==> src/rtl/fir_stream_pkg.sv <==
// Shared types and arithmetic helpers for the fir_stream_mac FIR stage.
// The narrowing variant used by the top is selected with FIR_STREAM_SAT_EN
// (defined: saturate, undefined: two's-complement wrap).
package fir_stream_pkg;

    typedef enum logic [1:0] {
        IDLE  = 2'd0,
        MAC   = 2'd1,
        ROUND = 2'd2
    } state_t;

    // Working width for the rounding/narrowing helpers; must cover ACC_W+1.
    localparam int CALC_W = 64;

    // Full-precision accumulator width: no overflow over TAPS products.
    function automatic int acc_width(input int data_w, input int coef_w, input int taps);
        return data_w + coef_w + $clog2(taps);
    endfunction

    // Round-half-up then arithmetic shift right by frac.
    function automatic logic signed [CALC_W-1:0] round_half_up(
        input logic signed [CALC_W-1:0] v,
        input int                       frac
    );
        logic signed [CALC_W-1:0] half;
        if (frac > 0) begin
            half = 64'sd1 <<< (frac - 1);
        end else begin
            half = 64'sd0;
        end
        return (v + half) >>> frac;
    endfunction

    // Keep the low out_w bits, sign-extended back to CALC_W.
    function automatic logic signed [CALC_W-1:0] narrow_wrap(
        input logic signed [CALC_W-1:0] v,
        input int                       out_w
    );
        return (v <<< (CALC_W - out_w)) >>> (CALC_W - out_w);
    endfunction

    // Clamp to the signed out_w range.
    function automatic logic signed [CALC_W-1:0] narrow_sat(
        input logic signed [CALC_W-1:0] v,
        input int                       out_w
    );
        logic signed [CALC_W-1:0] hi;
        logic signed [CALC_W-1:0] lo;
        hi = (64'sd1 <<< (out_w - 1)) - 64'sd1;
        lo = -hi - 64'sd1;
        if (v > hi) begin
            return hi;
        end else if (v < lo) begin
            return lo;
        end else begin
            return v;
        end
    endfunction

endpackage

==> src/rtl/fir_stream_mac_unit.sv <==
// Time-multiplexed MAC: registered signed multiply feeding an accumulator.
// sum exposes acc plus the product still sitting in the multiplier register,
// so the final tap is folded in without an extra pipeline cycle.
module fir_stream_mac_unit #(
    parameter int A_W   = 16,
    parameter int B_W   = 18,
    parameter int ACC_W = 39
) (
    input  logic                    clk,
    input  logic                    rst,
    input  logic                    clr,
    input  logic                    en,
    input  logic signed [A_W-1:0]   a,
    input  logic signed [B_W-1:0]   b,
    output logic signed [ACC_W-1:0] sum
);

    localparam int PW = A_W + B_W;

    logic signed [PW-1:0]    prod;
    logic                    prod_vld;
    logic signed [ACC_W-1:0] acc;
    logic signed [ACC_W-1:0] prod_ext;

    // Multiplier register and accumulator; clr drops any pending product.
    always_ff @(posedge clk or negedge rst) begin
        if (!rst) begin
            prod     <= '0;
            prod_vld <= 1'b0;
            acc      <= '0;
        end else if (clr) begin
            prod     <= '0;
            prod_vld <= 1'b0;
            acc      <= '0;
        end else begin
            prod_vld <= en;
            if (en) begin
                prod <= PW'(a) * PW'(b);
            end
            if (prod_vld) begin
                acc <= acc + prod_ext;
            end
        end
    end

    // Sign-extended pending product, zero when nothing is in flight.
    always_comb begin
        prod_ext = '0;
        if (prod_vld) begin
            prod_ext = ACC_W'(prod);
        end
        sum = acc + prod_ext;
    end

endmodule

==> src/rtl/fir_stream_mac.sv <==
// Streaming real FIR with runtime coefficients and one shared MAC.
// One sample per TAPS+2 cycles: IDLE accept, TAPS MAC cycles, ROUND.
// FIR_STREAM_SAT_EN selects saturating output narrowing (default: wrap).
module fir_stream_mac
    import fir_stream_pkg::*;
#(
    parameter int DATA_W = 16,
    parameter int COEF_W = 18,
    parameter int FRAC   = 16,
    parameter int TAPS   = 32,
    parameter int OUT_W  = 16
) (
    input  logic                       clk,
    input  logic                       rst,
    input  logic                       data_valid,
    input  logic signed [DATA_W-1:0]   data,
    output logic                       in_ready,
    input  logic                       coef_we,
    input  logic [$clog2(TAPS)-1:0]    coef_addr,
    input  logic signed [COEF_W-1:0]   coef_wdata,
    output logic signed [OUT_W-1:0]    fir_d,
    output logic                       fir_valid,
    output logic                       warm
);

    localparam int AW    = $clog2(TAPS);
    localparam int CW    = AW + 1;
    localparam int ACC_W = acc_width(DATA_W, COEF_W, TAPS);

    state_t state;
    state_t state_nxt;

    logic [AW-1:0]            k;
    logic [AW-1:0]            wptr;
    logic [AW-1:0]            rd_idx;
    logic [CW-1:0]            cnt;
    logic signed [DATA_W-1:0] sbuf [TAPS];
    logic signed [COEF_W-1:0] coef [TAPS];

    logic                     accept;
    logic                     coef_wr;
    logic                     mac_en;
    logic                     mac_clr;
    logic signed [DATA_W-1:0] mac_a;
    logic signed [COEF_W-1:0] mac_b;
    logic signed [ACC_W-1:0]  mac_sum;
    logic signed [CALC_W-1:0] rounded;
    logic signed [CALC_W-1:0] narrowed;
    logic                     unused_hi;

    assign accept  = in_ready && data_valid;
    assign coef_wr = (state == IDLE) && coef_we;
    assign rd_idx  = wptr - k;
    assign mac_a   = sbuf[rd_idx];
    assign mac_b   = coef[k];
    assign warm    = (cnt == CW'(TAPS));

    // State register.
    always_ff @(posedge clk or negedge rst) begin
        if (!rst) begin
            state <= IDLE;
        end else begin
            state <= state_nxt;
        end
    end

    // Next-state and MAC control.
    always_comb begin
        state_nxt = state;
        mac_en    = 1'b0;
        mac_clr   = 1'b0;
        case (state)
            IDLE: begin
                if (accept) begin
                    state_nxt = MAC;
                end
            end
            MAC: begin
                mac_en = 1'b1;
                if (k == AW'(TAPS - 1)) begin
                    state_nxt = ROUND;
                end
            end
            ROUND: begin
                mac_clr   = 1'b1;
                state_nxt = IDLE;
            end
            default: begin
                state_nxt = IDLE;
            end
        endcase
    end

    // Tap index, write pointer, saturating sample count and registered ready.
    always_ff @(posedge clk or negedge rst) begin
        if (!rst) begin
            k        <= '0;
            wptr     <= '0;
            cnt      <= '0;
            in_ready <= 1'b0;
        end else begin
            in_ready <= (state_nxt == IDLE);
            if (state == MAC) begin
                k <= k + 1'b1;
            end else begin
                k <= '0;
            end
            if (state == ROUND) begin
                wptr <= wptr + 1'b1;
            end
            if (accept && (cnt != CW'(TAPS))) begin
                cnt <= cnt + 1'b1;
            end
        end
    end

    // Circular delay line, written at the accept edge.
    always_ff @(posedge clk or negedge rst) begin
        if (!rst) begin
            for (int unsigned i = 0; i < TAPS; i++) begin
                sbuf[AW'(i)] <= '0;
            end
        end else if (accept) begin
            sbuf[wptr] <= data;
        end
    end

    // Coefficient store, writable only while idle.
    always_ff @(posedge clk or negedge rst) begin
        if (!rst) begin
            for (int unsigned i = 0; i < TAPS; i++) begin
                coef[AW'(i)] <= '0;
            end
        end else if (coef_wr) begin
            coef[coef_addr] <= coef_wdata;
        end
    end

    fir_stream_mac_unit #(
        .A_W   (DATA_W),
        .B_W   (COEF_W),
        .ACC_W (ACC_W)
    ) u_mac (
        .clk (clk),
        .rst (rst),
        .clr (mac_clr),
        .en  (mac_en),
        .a   (mac_a),
        .b   (mac_b),
        .sum (mac_sum)
    );

    // Rounding and narrowing of the completed sum.
    always_comb begin
        rounded = round_half_up(CALC_W'(mac_sum), FRAC);
`ifdef FIR_STREAM_SAT_EN
        narrowed = narrow_sat(rounded, OUT_W);
`else
        narrowed = narrow_wrap(rounded, OUT_W);
`endif
    end

    // Bits above OUT_W are only sign copies once narrowed.
    assign unused_hi = ^narrowed[CALC_W-1:OUT_W];

    // Output register: result captured in ROUND, pulse only once warm.
    always_ff @(posedge clk or negedge rst) begin
        if (!rst) begin
            fir_d     <= '0;
            fir_valid <= 1'b0;
        end else begin
            fir_valid <= (state == ROUND) && warm;
            if (state == ROUND) begin
                fir_d <= narrowed[OUT_W-1:0];
            end
        end
    end

endmodule

==> config.mk <==
export PLATFORM = sky130hd
export DESIGN_NAME = fir_stream_mac
export DESIGN_NICKNAME = d
export VERILOG_FILES = /design/src/rtl/fir_stream_pkg.sv /design/src/rtl/fir_stream_mac_unit.sv /design/src/rtl/fir_stream_mac.sv
export SDC_FILE = /design/constraint.sdc
export NUM_CORES = 2
export LEC_CHECK = 0
export CAP_MARGIN = 20
export CELL_PAD_IN_SITES_DETAIL_PLACEMENT = 0
export CELL_PAD_IN_SITES_GLOBAL_PLACEMENT = 1
export CORE_MARGIN = 8
export CORE_UTILIZATION = 55
export DETAILED_ROUTE_END_ITERATION = 8
export GPL_TIMING_DRIVEN = 0
export PLACE_DENSITY_LB_ADDON = 0.1
export SETUP_SLACK_MARGIN = 0.05
export SYNTH_ARGS = -nofsm -noshare
export SYNTH_HDL_FRONTEND = slang
export SYNTH_HIERARCHICAL = 1
export SYNTH_SLANG_ARGS = --single-unit
==> constraint.sdc <==
create_clock -name clk -period 24.9 [get_ports clk]
set_clock_uncertainty 0.05 [all_clocks]
set_input_delay 2.49 -clock clk [delete_from_list [all_inputs] [get_ports clk]]
set_output_delay 2.49 -clock clk [all_outputs]
set_load 0.03 [all_outputs]
==> summary.md <==
| Metric | Value |
|---|---|
| Final-report max-slew violation count | `0` |
| Max-Cap Viols | `0` |
| Drt drc | `0` |
| Starting Density | `0.554` |
| Post-cts sizing count | `0` |
| Most frequent cells in the layout | `dfrtp_1 (1189), mux2_2 (1077), inv_1 (340)` |
| Final worst path period share | `0.446` |
| Initial antenna violation count | `1` |
| Final ANT Viol Nets | `0` |
| Util after Layout | `0.615` |
| Drt pass-1 iters | `5` |
| Cells after synthesis | `about 5300` |
| Ys Warns | `6` |
| Most used cell, CP | `clkbuf_1` |
| Fillers | `roughly 9800` |
| H-tree Lvls | `4` |
| Routability cong. | `~0.88` |
| Routed wire per std cell | `between 20 and 25 um` |
| CTS tree | `done` |
| Routed vias | `42400` |
| Synth-to-layout area growth | `11.1%` |
| Grt ovf | `0` |
| DR vias/cell | `approximately 5.9` |
| Num CTS Buffers | `~130` |
| Most common cell after layout, fill and taps aside | `dfrtp_1` |
| Final setup violating endpoints | `0` |
| Crit path capture type | `register` |
| Avg Cell Area, Syn | `between 10 and 15 um2` |
| Outcome | `finished, final reports clean` |
| Final #Nets | `5976` |
| First-pass GRT wire length | `around 280000 um` |
| Worst EP required | `25510 ps` |
| Clk pin slew, worst setup/hold paths | `approximately 60 ps` |
| Hold buffer count at cts | `0` |
| # port buffers | `slightly below 60` |
| Number of global-route vias before repair | `~45000` |
| Minimum clock period | `11100 ps` |
| Share of cells above drive strength 1 | `0.296` |
| Cell Rows | `approximately 130` |
| Die width | `~370 um` |
| Crit-path max cell delay | `between 700 and 800 ps` |
| CP Data Arrival Time | `between 10000 and 15000 ps` |
| Critical path type | `register to register` |
| Largest net degree at the start of global routing | `about 180` |
| Max-slew headroom | `0.299` |
| Worst Max-Slew Pin Slew | `1050 ps` |
| GRT Total Usage | `0.265` |
| Post-Syn Area | `between 60000 and 70000 um2` |
| Clk sink count | `1189` |
| Core area | `122000 um2` |
| Setup TNS | `0 ps` |
| FMAX | `about 90 MHz` |
| Clock Root Buffer | `clkbuf_16` |
| Hpwl dp | `around 140000 um` |
| Clock Path Buffers | `3` |
| Die footprint | `roughly 130000 um2` |
| WL final | `approximately 180000 um` |
| Postcts setup bufs | `0` |
| DIE HEIGHT | `approximately 370 um` |
| CP max FO | `10` |
| Hold_ws | `422 ps` |
| RSZ-0062 raised after global routing | `false` |
| Net Count, Synth | `~5800` |
| Worst setup SP type | `register` |
| # IOs | `between 60 and 70` |
| Worst-Skew Late Latency | `760 ps` |
| Critical-path cell with the highest stage delay | `o41ai_1` |
| 1st-iter DRT viols | `slightly above 3000` |
| Hold WC Path Type | `register to register` |
| Final Hold Fails | `0` |
==> stage by stage <==
step / instance area (um2) / setup slack [ps] / instances
2_1_floorplan: 67400 / 16740 / 5315
3_3_place_gp: 70100 / -32610 / 6999
3_5_place_dp: 70300 / 14030 / 7007
4_1_cts: 74900 / 13990 / 7243
5_1_grt: 74900 / 13440 / 7244
6_report: 74900 / 13800 / 7246
==> routing by layer <==
| layer | GRT usage | wire (um) |
|---|---|---|
| met3 | 0.0487 | 9060 |
| met1 | 0.354 | 76700 |
| met5 | 0 | 0 |
| met2 | 0.436 | 84800 |
| met4 | 0.0950 | 6480 |
==> registers in the layout, summed over array words and instances, names as in the netlist <==
signal          count
fir_valid           1
u_mac/acc          32
state               2
coef              576
u_mac/prod         32
cnt                 6
fir_d              16
in_ready            1
wptr                5
sbuf              512
k                   5
u_mac/prod_vld      1
==> final timing paths <==
kind,start,end,slack [ps],cells past startpoint
max in group asynchronous,rst,coef[336],20030,5
max reg2reg,k[2],u_mac/prod[30],13800,33
min,fir_d[0],fir_d[0],420,2
min reg2reg,fir_d[0],fir_d[0],420,2
max,k[2],u_mac/prod[30],13800,33
min in group asynchronous,rst,sbuf[71],1610,1
==> area by class of cell <==
type,instances,area [um2],share of cell area
Multi-Input combinational cell,3384,34700,0.463
Sequential cell,1189,29800,0.397
Clock buffer,196,3920,0.0523
Tap cell,1625,2030,0.0271
Buffer,400,1750,0.0233
Inverter,342,1280,0.0171
Timing Repair Buffer,68,831,0.0111
Clock inverter,40,679,0.00907
Antenna cell,2,5.00,0.0000668
==> critical path: cells and delay by family, from the launching register on <==
kind | cells | cell delay, ps
adder cells (fa/ha/maj) | 8 | 3610
XOR/XNOR | 1 | 170
multiplexers | 2 | 660
buffers and inverters | 11 | 3430
AO/OA/AOI/OAI | 7 | 2040
flip-flops | 1 | 330
AND/OR/NAND/NOR | 4 | 660
Power is not shown: default switching activity piles up to over one toggle a cycle in this logic, so the estimate is an artifact.
